File: src/rtl/blctrl_pkg.sv
// Shared types and helpers for the BL-Ctrl ESC speed-update scheduler.
package blctrl_pkg;

    localparam int         NUM_MOTORS        = 8;
    localparam logic [6:0] BASE_ADDR_DEFAULT = 7'h29;

    typedef enum logic [2:0] {
        IDLE,
        SELECT,
        ISSUE,
        WAIT_DONE,
        STOP_ISSUE,
        STOP_WAIT
    } state_e;

    // Motor 0 occupies the most significant byte of the flat speed bus.
    function automatic logic [7:0] speed_of(input logic [63:0] flat, input logic [2:0] i);
        logic [63:0] sh;
        sh = flat << {i, 3'b000};
        return sh[63:56];
    endfunction

endpackage

File: src/rtl/blctrl_refresh_timer.sv
// Free-running refresh period counter; tick_o is high for the last count of each period.
module blctrl_refresh_timer #(
    parameter int REFRESH_CYCLES = 50000
) (
    input  logic clk_i,
    input  logic rst_i,
    output logic tick_o
);

    localparam int            CW   = $clog2(REFRESH_CYCLES);
    localparam logic [CW-1:0] LAST = CW'(REFRESH_CYCLES - 1);

    logic [CW-1:0] cnt_q;
    logic [CW-1:0] cnt_d;

    always_comb begin
        cnt_d = (cnt_q == LAST) ? '0 : cnt_q + CW'(1);
    end

    always_ff @(posedge clk_i or posedge rst_i) begin
        if (rst_i) begin
            cnt_q <= '0;
        end else begin
            cnt_q <= cnt_d;
        end
    end

    assign tick_o = (cnt_q == LAST);

endmodule

File: src/rtl/blctrl_update_scheduler.sv
// Sweeps enabled ESCs once per refresh period with single-byte I2C writes, and
// runs a zero-speed sweep of all motors when the global enable falls.
module blctrl_update_scheduler
    import blctrl_pkg::*;
#(
    parameter int         REFRESH_CYCLES = 50000,
    parameter int         TIMEOUT_CYCLES = 20000,
    parameter logic [6:0] BASE_ADDR      = BASE_ADDR_DEFAULT
) (
    input  logic        clk_i,
    input  logic        rst_i,
    input  logic        master_enable_i,
    input  logic [0:7]  motor_enable_i,
    input  logic [63:0] target_speed_flat_i,
    output logic        i2c_req_valid_o,
    input  logic        i2c_req_ready_i,
    output logic [6:0]  i2c_req_addr_o,
    output logic [7:0]  i2c_req_data_o,
    input  logic        i2c_done_i,
    input  logic        i2c_nack_i,
    output logic        sweep_busy_o,
    output logic        overrun_o,
    output logic [0:7]  nack_status_o,
    input  logic        clear_status_i
);

    localparam int TW = $clog2(TIMEOUT_CYCLES + 1);

    state_e        state_q, state_d;
    logic [3:0]    idx_q, idx_d;
    logic [6:0]    addr_q, addr_d;
    logic [7:0]    data_q, data_d;
    logic [TW-1:0] tmo_q, tmo_d;
    logic          tick_pend_q, tick_pend_d;
    logic          stop_pend_q, stop_pend_d;
    logic          en_q, en_prev_q;
    logic          overrun_q, overrun_d;
    logic [0:7]    nack_q, nack_d;
    logic [0:7]    nack_set;
    logic          tick, handshake, tmo_hit, txn_end, stop_req;
    logic [3:0]    idx_inc;

    blctrl_refresh_timer #(
        .REFRESH_CYCLES(REFRESH_CYCLES)
    ) u_timer (
        .clk_i (clk_i),
        .rst_i (rst_i),
        .tick_o(tick)
    );

    assign i2c_req_valid_o = (state_q == ISSUE) || (state_q == STOP_ISSUE);
    assign i2c_req_addr_o  = addr_q;
    assign i2c_req_data_o  = data_q;
    assign sweep_busy_o    = (state_q != IDLE);
    assign overrun_o       = overrun_q;
    assign nack_status_o   = nack_q;

    assign handshake = i2c_req_valid_o && i2c_req_ready_i;
    assign tmo_hit   = (tmo_q == TW'(1));
    assign txn_end   = i2c_done_i || tmo_hit;
    assign stop_req  = en_prev_q && !en_q;
    assign idx_inc   = idx_q + 4'd1;

    always_comb begin
        state_d     = state_q;
        idx_d       = idx_q;
        addr_d      = addr_q;
        data_d      = data_q;
        tmo_d       = tmo_q;
        tick_pend_d = tick_pend_q;
        stop_pend_d = stop_pend_q;
        nack_set    = '0;

        case (state_q)
            IDLE: begin
                if (stop_pend_q) begin
                    state_d = STOP_ISSUE;
                    idx_d   = '0;
                    addr_d  = BASE_ADDR;
                    data_d  = 8'h00;
                end else if (tick_pend_q && master_enable_i) begin
                    state_d     = SELECT;
                    idx_d       = '0;
                    tick_pend_d = 1'b0;
                end
            end
            SELECT: begin
                if (stop_pend_q) begin
                    state_d = STOP_ISSUE;
                    idx_d   = '0;
                    addr_d  = BASE_ADDR;
                    data_d  = 8'h00;
                end else if (idx_q[3]) begin
                    state_d = IDLE;
                end else if (motor_enable_i[idx_q[2:0]]) begin
                    state_d = ISSUE;
                    addr_d  = BASE_ADDR + {4'b0000, idx_q[2:0]};
                    data_d  = speed_of(target_speed_flat_i, idx_q[2:0]);
                end else begin
                    idx_d = idx_inc;
                end
            end
            ISSUE: begin
                if (handshake) begin
                    state_d = WAIT_DONE;
                    tmo_d   = TW'(TIMEOUT_CYCLES);
                end else if (stop_pend_q) begin
                    state_d = STOP_ISSUE;
                    idx_d   = '0;
                    addr_d  = BASE_ADDR;
                    data_d  = 8'h00;
                end
            end
            WAIT_DONE: begin
                if (tmo_q != '0) tmo_d = tmo_q - TW'(1);
                if (txn_end) begin
                    nack_set[idx_q[2:0]] = i2c_done_i ? i2c_nack_i : 1'b1;
                    if (stop_pend_q) begin
                        state_d = STOP_ISSUE;
                        idx_d   = '0;
                        addr_d  = BASE_ADDR;
                        data_d  = 8'h00;
                    end else begin
                        state_d = SELECT;
                        idx_d   = idx_inc;
                    end
                end
            end
            STOP_ISSUE: begin
                if (handshake) begin
                    state_d = STOP_WAIT;
                    tmo_d   = TW'(TIMEOUT_CYCLES);
                end
            end
            STOP_WAIT: begin
                if (tmo_q != '0) tmo_d = tmo_q - TW'(1);
                if (txn_end) begin
                    nack_set[idx_q[2:0]] = i2c_done_i ? i2c_nack_i : 1'b1;
                    if (idx_q[2:0] == 3'd7) begin
                        state_d     = IDLE;
                        stop_pend_d = 1'b0;
                        tick_pend_d = 1'b0;
                    end else begin
                        state_d = STOP_ISSUE;
                        idx_d   = idx_inc;
                        addr_d  = BASE_ADDR + {4'b0000, idx_inc[2:0]};
                        data_d  = 8'h00;
                    end
                end
            end
            default: state_d = IDLE;
        endcase

        // New events win over the end-of-sweep and SELECT-entry clears.
        if (tick)     tick_pend_d = 1'b1;
        if (stop_req) stop_pend_d = 1'b1;

        nack_d    = (clear_status_i ? '0 : nack_q) | nack_set;
        overrun_d = (clear_status_i ? 1'b0 : overrun_q) | (tick && (state_q != IDLE));
    end

    always_ff @(posedge clk_i or posedge rst_i) begin
        if (rst_i) begin
            state_q     <= IDLE;
            idx_q       <= '0;
            addr_q      <= '0;
            data_q      <= '0;
            tmo_q       <= '0;
            tick_pend_q <= 1'b0;
            stop_pend_q <= 1'b0;
            en_q        <= 1'b0;
            en_prev_q   <= 1'b0;
            overrun_q   <= 1'b0;
            nack_q      <= '0;
        end else begin
            state_q     <= state_d;
            idx_q       <= idx_d;
            addr_q      <= addr_d;
            data_q      <= data_d;
            tmo_q       <= tmo_d;
            tick_pend_q <= tick_pend_d;
            stop_pend_q <= stop_pend_d;
            en_q        <= master_enable_i;
            en_prev_q   <= en_q;
            overrun_q   <= overrun_d;
            nack_q      <= nack_d;
        end
    end

endmodule

File: config.mk
export PLATFORM = sky130hd
export DESIGN_NAME = blctrl_update_scheduler
export DESIGN_NICKNAME = d
export VERILOG_FILES = /design/src/rtl/blctrl_pkg.sv /design/src/rtl/blctrl_refresh_timer.sv /design/src/rtl/blctrl_update_scheduler.sv
export SDC_FILE = /design/constraint.sdc
export NUM_CORES = 1
export LEC_CHECK = 0
export ABC_AREA = 1
export BUFFER_PORTS_ARGS = -buffer_cell sky130_fd_sc_hd__buf_2
export CORE_AREA = 2 2 141 143
export DETAILED_ROUTE_END_ITERATION = 8
export DIE_AREA = 0 0 143 145
export GPL_ROUTABILITY_DRIVEN = 1
export PLACE_DENSITY = 0.47
export SLEW_MARGIN = 10
export SYNTH_ARGS = -nofsm -noshare
export SYNTH_HDL_FRONTEND = slang
export SYNTH_HIERARCHICAL = 1
export SYNTH_SLANG_ARGS = --single-unit
File: constraint.sdc
create_clock -name clk_i -period 1.7 [get_ports clk_i]
set_clock_uncertainty 0.05 [all_clocks]
set_input_delay 0.51 -clock clk_i [delete_from_list [all_inputs] [get_ports clk_i]]
set_output_delay 0.51 -clock clk_i [all_outputs]
set_load 0.1 [all_outputs]
Yosys cells after proc, flatten, opt, wreduce, memory -nomap -nowiden. Index checks and enable logic that the tools add are counted.

$add $sub $neg: 5. $lt $le $gt $ge: 2. Eq/ne operators: 26. Shifts and indexed selects: 1. Multiplexer cells: 65. Bitwise gates (word level): 4. Reductions and logical operators: 26.

Operator list (count): 8-bit 2-to-1 mux (11); 64-bit by 6-bit left shift with 64-bit output (1); 7-bit 2-to-1 mux (8); 4-bit 2-to-1 mux (11); 8-bit one-hot mux with 5 select lines (1); 3-bit 2-to-1 mux (12); 7-bit one-hot mux with 5 select lines (1); 15-bit 2-to-1 mux (2); 15-bit one-hot mux with 2 select lines (1); 3-bit != test, second input constant (9); 4-bit one-hot mux with 5 select lines (1); 3-bit one-hot mux with 6 select lines (1); 16-bit by 1-bit adder with 16-bit output, second input constant (1); 16-bit == test, second input constant (1); 16-bit 2-to-1 mux (1); 15-bit by 1-bit == test with 1-bit output, second input constant (1); 15-bit nonzero test (1); 15-bit by 1-bit subtractor with 15-bit output, second input constant (1); 6-bit by 3-bit adder with 7-bit output, first input constant (2); 7-bit AND reduction (2); 1-bit 2-to-1 mux (12); 2-bit != test, second input constant (6); 3-bit == test, second input constant (3); 9-bit AND reduction (1); other kinds (25) (38).

Register bits after elaboration: 66. Input port bits: 79. Output and inout bits: 26. Word-level logic and storage cells: 142.

Logic depth before layout (Yosys ltp).
Depth after elaboration: 9. Gate-level depth with buffers: 12. Depth with buffers taken out: 11.

Cells and area by module. The synthesis kept the hierarchy.

By module, submodules not included: blctrl_update_scheduler (instances 1, cells an instance 553, area an instance 3468.3 µm², sequential area each 1226.2 µm²); blctrl_refresh_timer (instances 1, cells an instance 122, area an instance 880.8 µm², sequential area each 400.4 µm²).

Least setup slack after synthesis. No wires, ideal clock.

Kind: register -> register. From: register state_q[0]. To: register tmo_q[13]. Library setup time: 123 ps. Arrival: 1999 ps. Required time: 1527 ps. Slack: -472 ps. Cell stages (with the launch flop): 10. Path buffers: 1. Clock period less this slack: 2172 ps. Cell sequence: dfrtp_1 > nor2_1 > nand2_1 > nand2_1 > nor2_1 > a21oi_1 > nand2_1 > buf_2 > nand2_1 > o21ai_1.

Cells in the longest elaborated chain, start to end: 5. Elaborated cells on any way between the ends: 13. Classes of those cells: 6 x eq/ne; 1 x mux; 6 x reduce/logical.

Ends and longest elaborated chain: start, declared (line blctrl_update_scheduler.sv:29) `state_e state_q, state_d;`; start signal, assigned (line blctrl_update_scheduler.sv:176) `state_q <= state_d;`; 3-bit by 2-bit == test with 1-bit output or 3-bit == test (tied branches) (line blctrl_update_scheduler.sv:51) `assign i2c_req_valid_o = (state_q == ISSUE) || (state_q == STOP_ISSUE);`; 1-bit logical OR (*) (line blctrl_update_scheduler.sv:51); named net i2c_req_valid_o (line blctrl_update_scheduler.sv:15) `output logic i2c_req_valid_o,`; 1-bit logical AND (*) (line blctrl_update_scheduler.sv:58) `assign handshake = i2c_req_valid_o && i2c_req_ready_i;`; 2-bit by 1-bit != test with 1-bit output (no line) (*); 3-bit AND reduction (no line) (*); end signal, assigned (line blctrl_update_scheduler.sv:180) `tmo_q <= tmo_d;`; end, declared (line blctrl_update_scheduler.sv:33) `logic [TW-1:0] tmo_q, tmo_d;`.

The timed path passes the listed nets; every way through them passes the cells marked *. A chain may end at the register's enable or synchronous reset.

Worst setup path after layout.
From: register state_q[1]. To: output sweep_busy_o.

Cells in the longest elaborated chain, start to end: 1.

Ends and longest elaborated chain: 3-bit nonzero test (line blctrl_update_scheduler.sv:54) `assign sweep_busy_o = (state_q != IDLE);`; end, declared (line blctrl_update_scheduler.sv:21) `output logic sweep_busy_o,`.

Every way passes these cells.

==> metrics.yaml <==
use_met1_pct: 18.1
netlist_area_um2: 4350
final_util_pct: 35.0
p_switching_mw: 3.55
cts_buffers: 9
cts_tree: "done"
place_congestion: 0.820
async_reset_ff_share_pct: 100
antenna_found_initial: 0
slew_viol_final: 0
status: "finished with violations"
maxCapViolations: 0
fillCellCount: 2059
multi_input_area_um2: 2580
synth_warnings: 6
clock_sinks: 65
required_ns: 1.14
start_util_pct: 22.6
die_h_um: 145
synth_top_area_cell: "dfrtp_1"
clockBufferDepth: 2
combPwrFrac_pct: 52.2
power_frac_clock_pct: 25.3
grt_overflow_total: 0
cp_slowest_stage_delay_ns: 0.43
synth.area.top_cells: "dfrtp_1, nand2_1, nor2_1, inv_1, nand3_1"
cts_hold_buf: 0
hold_viol_final: 0
fmax_mhz: 546
syn_area_per_cell_um2: 6.44
ir_drop_uv: 524
num_vias: 4697
dp_slack_ns: -0.104
period_share_pct: 108
post-synth-top-count-cell: "nand2_1"
num-nets-final: 961
min_period_ns: 1.83
power_density_nw_per_um2: 1280
placed_area_um2: 5850
grt_first_pass_wirelength_mm: 23.0
wire_per_inst_um: 12.2
core_area_um2: 19200
yosysUniqueCellTypes: 34
diodes: 0
grt_pass1_vias: 4644
area_growth_pct: 54.5
drt_wl_total_mm: 14.0
violations: "negative setup slack"
seqCellArea_um2: 1630
num_rows: 51
insertion_delay_ns: 0.35
synth_ff_type: "dfrtp_1"
critPathCaptureType: "output port"
slowest_stage: "dfrtp_2"
hold_class: "primary input to async pin"
critPathArrivalTime_ns: 1.27
dieArea_um2: 20700
cp-start-kind: "register"
synth_seq_cells: 65
crit_type: "register to output port"
synthCells: 675
ant_nets: 0
ios: 105
p_leak_nw: 3.53
worstPathMaxFanout: 3
fin_ws_ns: -0.131
power_frac_seq_pct: 22.5
cts-htree-levels: 3
fin_area_um2: 6720
layout-drive-gt1-share_pct: 34.5
dp_hpwl_mm: 10.8
die_w_um: 143
portBuffers: 103
path_cells: "nor2_4, buf_6, nand2_8, buf_12"
setup_violations: 14
ys_seq_area_share_pct: 37.4
yosys.area.top_type_share_pct: 37.4
clk_pin_slew_ns: 0.05
drt_iter0_drc: 206
swShare_pct: 41.1
met2_usage_pct: 22.8
internal_power_mw: 5.07
synth_top_cells_by_count: "nand2_1, nor2_1, inv_1, dfrtp_1, nand3_1"
drc: 0
grtUsageTotal_pct: 14.0
syn-num-nets: 761
cts_root_buf: "clkbuf_16"
routed_via_density: 4.11
synth-edff-count: 0
grt_max_degree: 50
rsz0062_at_grt: "true"
grt_use_met3_pct: 2.97
first_pass_iters: 4
gr-max-usage-layer: "met2"
-- metrics by stage --
stage          hold WS (ns)  TNS (ns)  instances  power, mW
4_1_cts               0.154    -0.479       1135       8.44
5_1_grt               0.181     -2.56       1144       9.18
3_5_place_dp          0.308     -1.63       1105       5.91
2_1_floorplan         0.299     -1.40        675       4.35
6_report              0.151    -0.364       1144       8.62
3_3_place_gp          0.303     -1.59       1105       5.91
-- state kept, by name, summed over array words and instances (netlist names) --
signal          flops
en_prev_q           1
en_q                1
i2c_req_addr_o      6
i2c_req_data_o      8
idx_q               4
nack_status_o       8
overrun_o           1
state_q             3
stop_pend_q         1
tick_pend_q         1
tmo_q              15
u_timer/cnt_q      16
-- layout by cell type (no fill, tap or decap), types with 13 or more instances in the layout --
| master | netlist | layout |
|---|---|---|
| a21oi_1 | 23 | 19 |
| buf_2 | 9 | 78 |
| buf_4 | 5 | 98 |
| dfrtp_1 | 65 | 60 |
| inv_1 | 71 | 65 |
| nand2_1 | 266 | 254 |
| nand3_1 | 41 | 35 |
| nor2_1 | 85 | 67 |
| nor2_2 | 4 | 13 |
| o21ai_0 | 19 | 16 |
| o21ai_1 | 14 | 16 |
-- final timing paths --
check | from | end | slack, ns | depth (start not counted)
worst max-delay path | state_q[1] | sweep_busy_o | -0.13 | 4
worst min-delay path | rst_i | u_timer/cnt_q[10] | 0.15 | 3
worst max register to register | state_q[0] | idx_q[0] | -0.03 | 10
worst min register to register | en_q | en_prev_q | 0.32 | 0
max in group asynchronous | rst_i | state_q[0] | 1.16 | 3
min in group clk_i | master_enable_i | en_q | 0.27 | 1
-- critical path, delay by kind of cell (launching register included) --
kind / cells / cell delay, ns
buffers and inverters: 2 / 0.29
DFF: 1 / 0.43
and+or+nand+nor: 2 / 0.20
-- routing by layer --
metal	up-vias	routed length, um
met2	103	6570
li1	2506	-
met4	0	246
met3	13	664
met1	2075	6480
met5	-	0
-- cell type report --
type / instances / share of cell area, %
clock buffer: 10 / 3.56
multi-input combinational: 513 / 38.5
timing repair buffer: 205 / 22.3
timing repair inverter: 1 / 0.112
sequential: 65 / 24.3
inverter: 80 / 4.75
tap: 265 / 4.93
clock inverter: 5 / 1.55
-- power groups by stage --
stage / Clock, mW / Sequential, mW / Combinational, mW
6_report: 2.18 / 1.94 / 4.50
3_3_place_gp: 0 / 1.95 / 3.96
2_1_floorplan: 0 / 2.25 / 2.10
4_1_cts: 2.23 / 1.93 / 4.28
5_1_grt: 2.30 / 1.97 / 4.91
3_5_place_dp: 0 / 1.95 / 3.97
-- kinds of logic (layout without fill, tap and decap cells) --
logic type / after synthesis / in the layout / share of synthesized area [%]
buffers and inverters: 98 / 301 / 9.15
adder cells (fa/ha/maj): 7 / 7 / 2.01
XOR/XNOR: 15 / 15 / 3.02
AND/OR/NAND/NOR: 417 / 418 / 39.0
flip-flops: 65 / 65 / 37.4
other: 1 / 1 / 0.0862
AO/OA/AOI/OAI: 72 / 72 / 9.29
-- timing repair --
action / CTS / global route
pin swaps: 16 / 10
cloned: 2 / 0
setup endpoints to repair: 35 / 45
resized for setup: 63 / 43
buffers inserted: 13 / 9
Power figures use the tool's default switching activity.
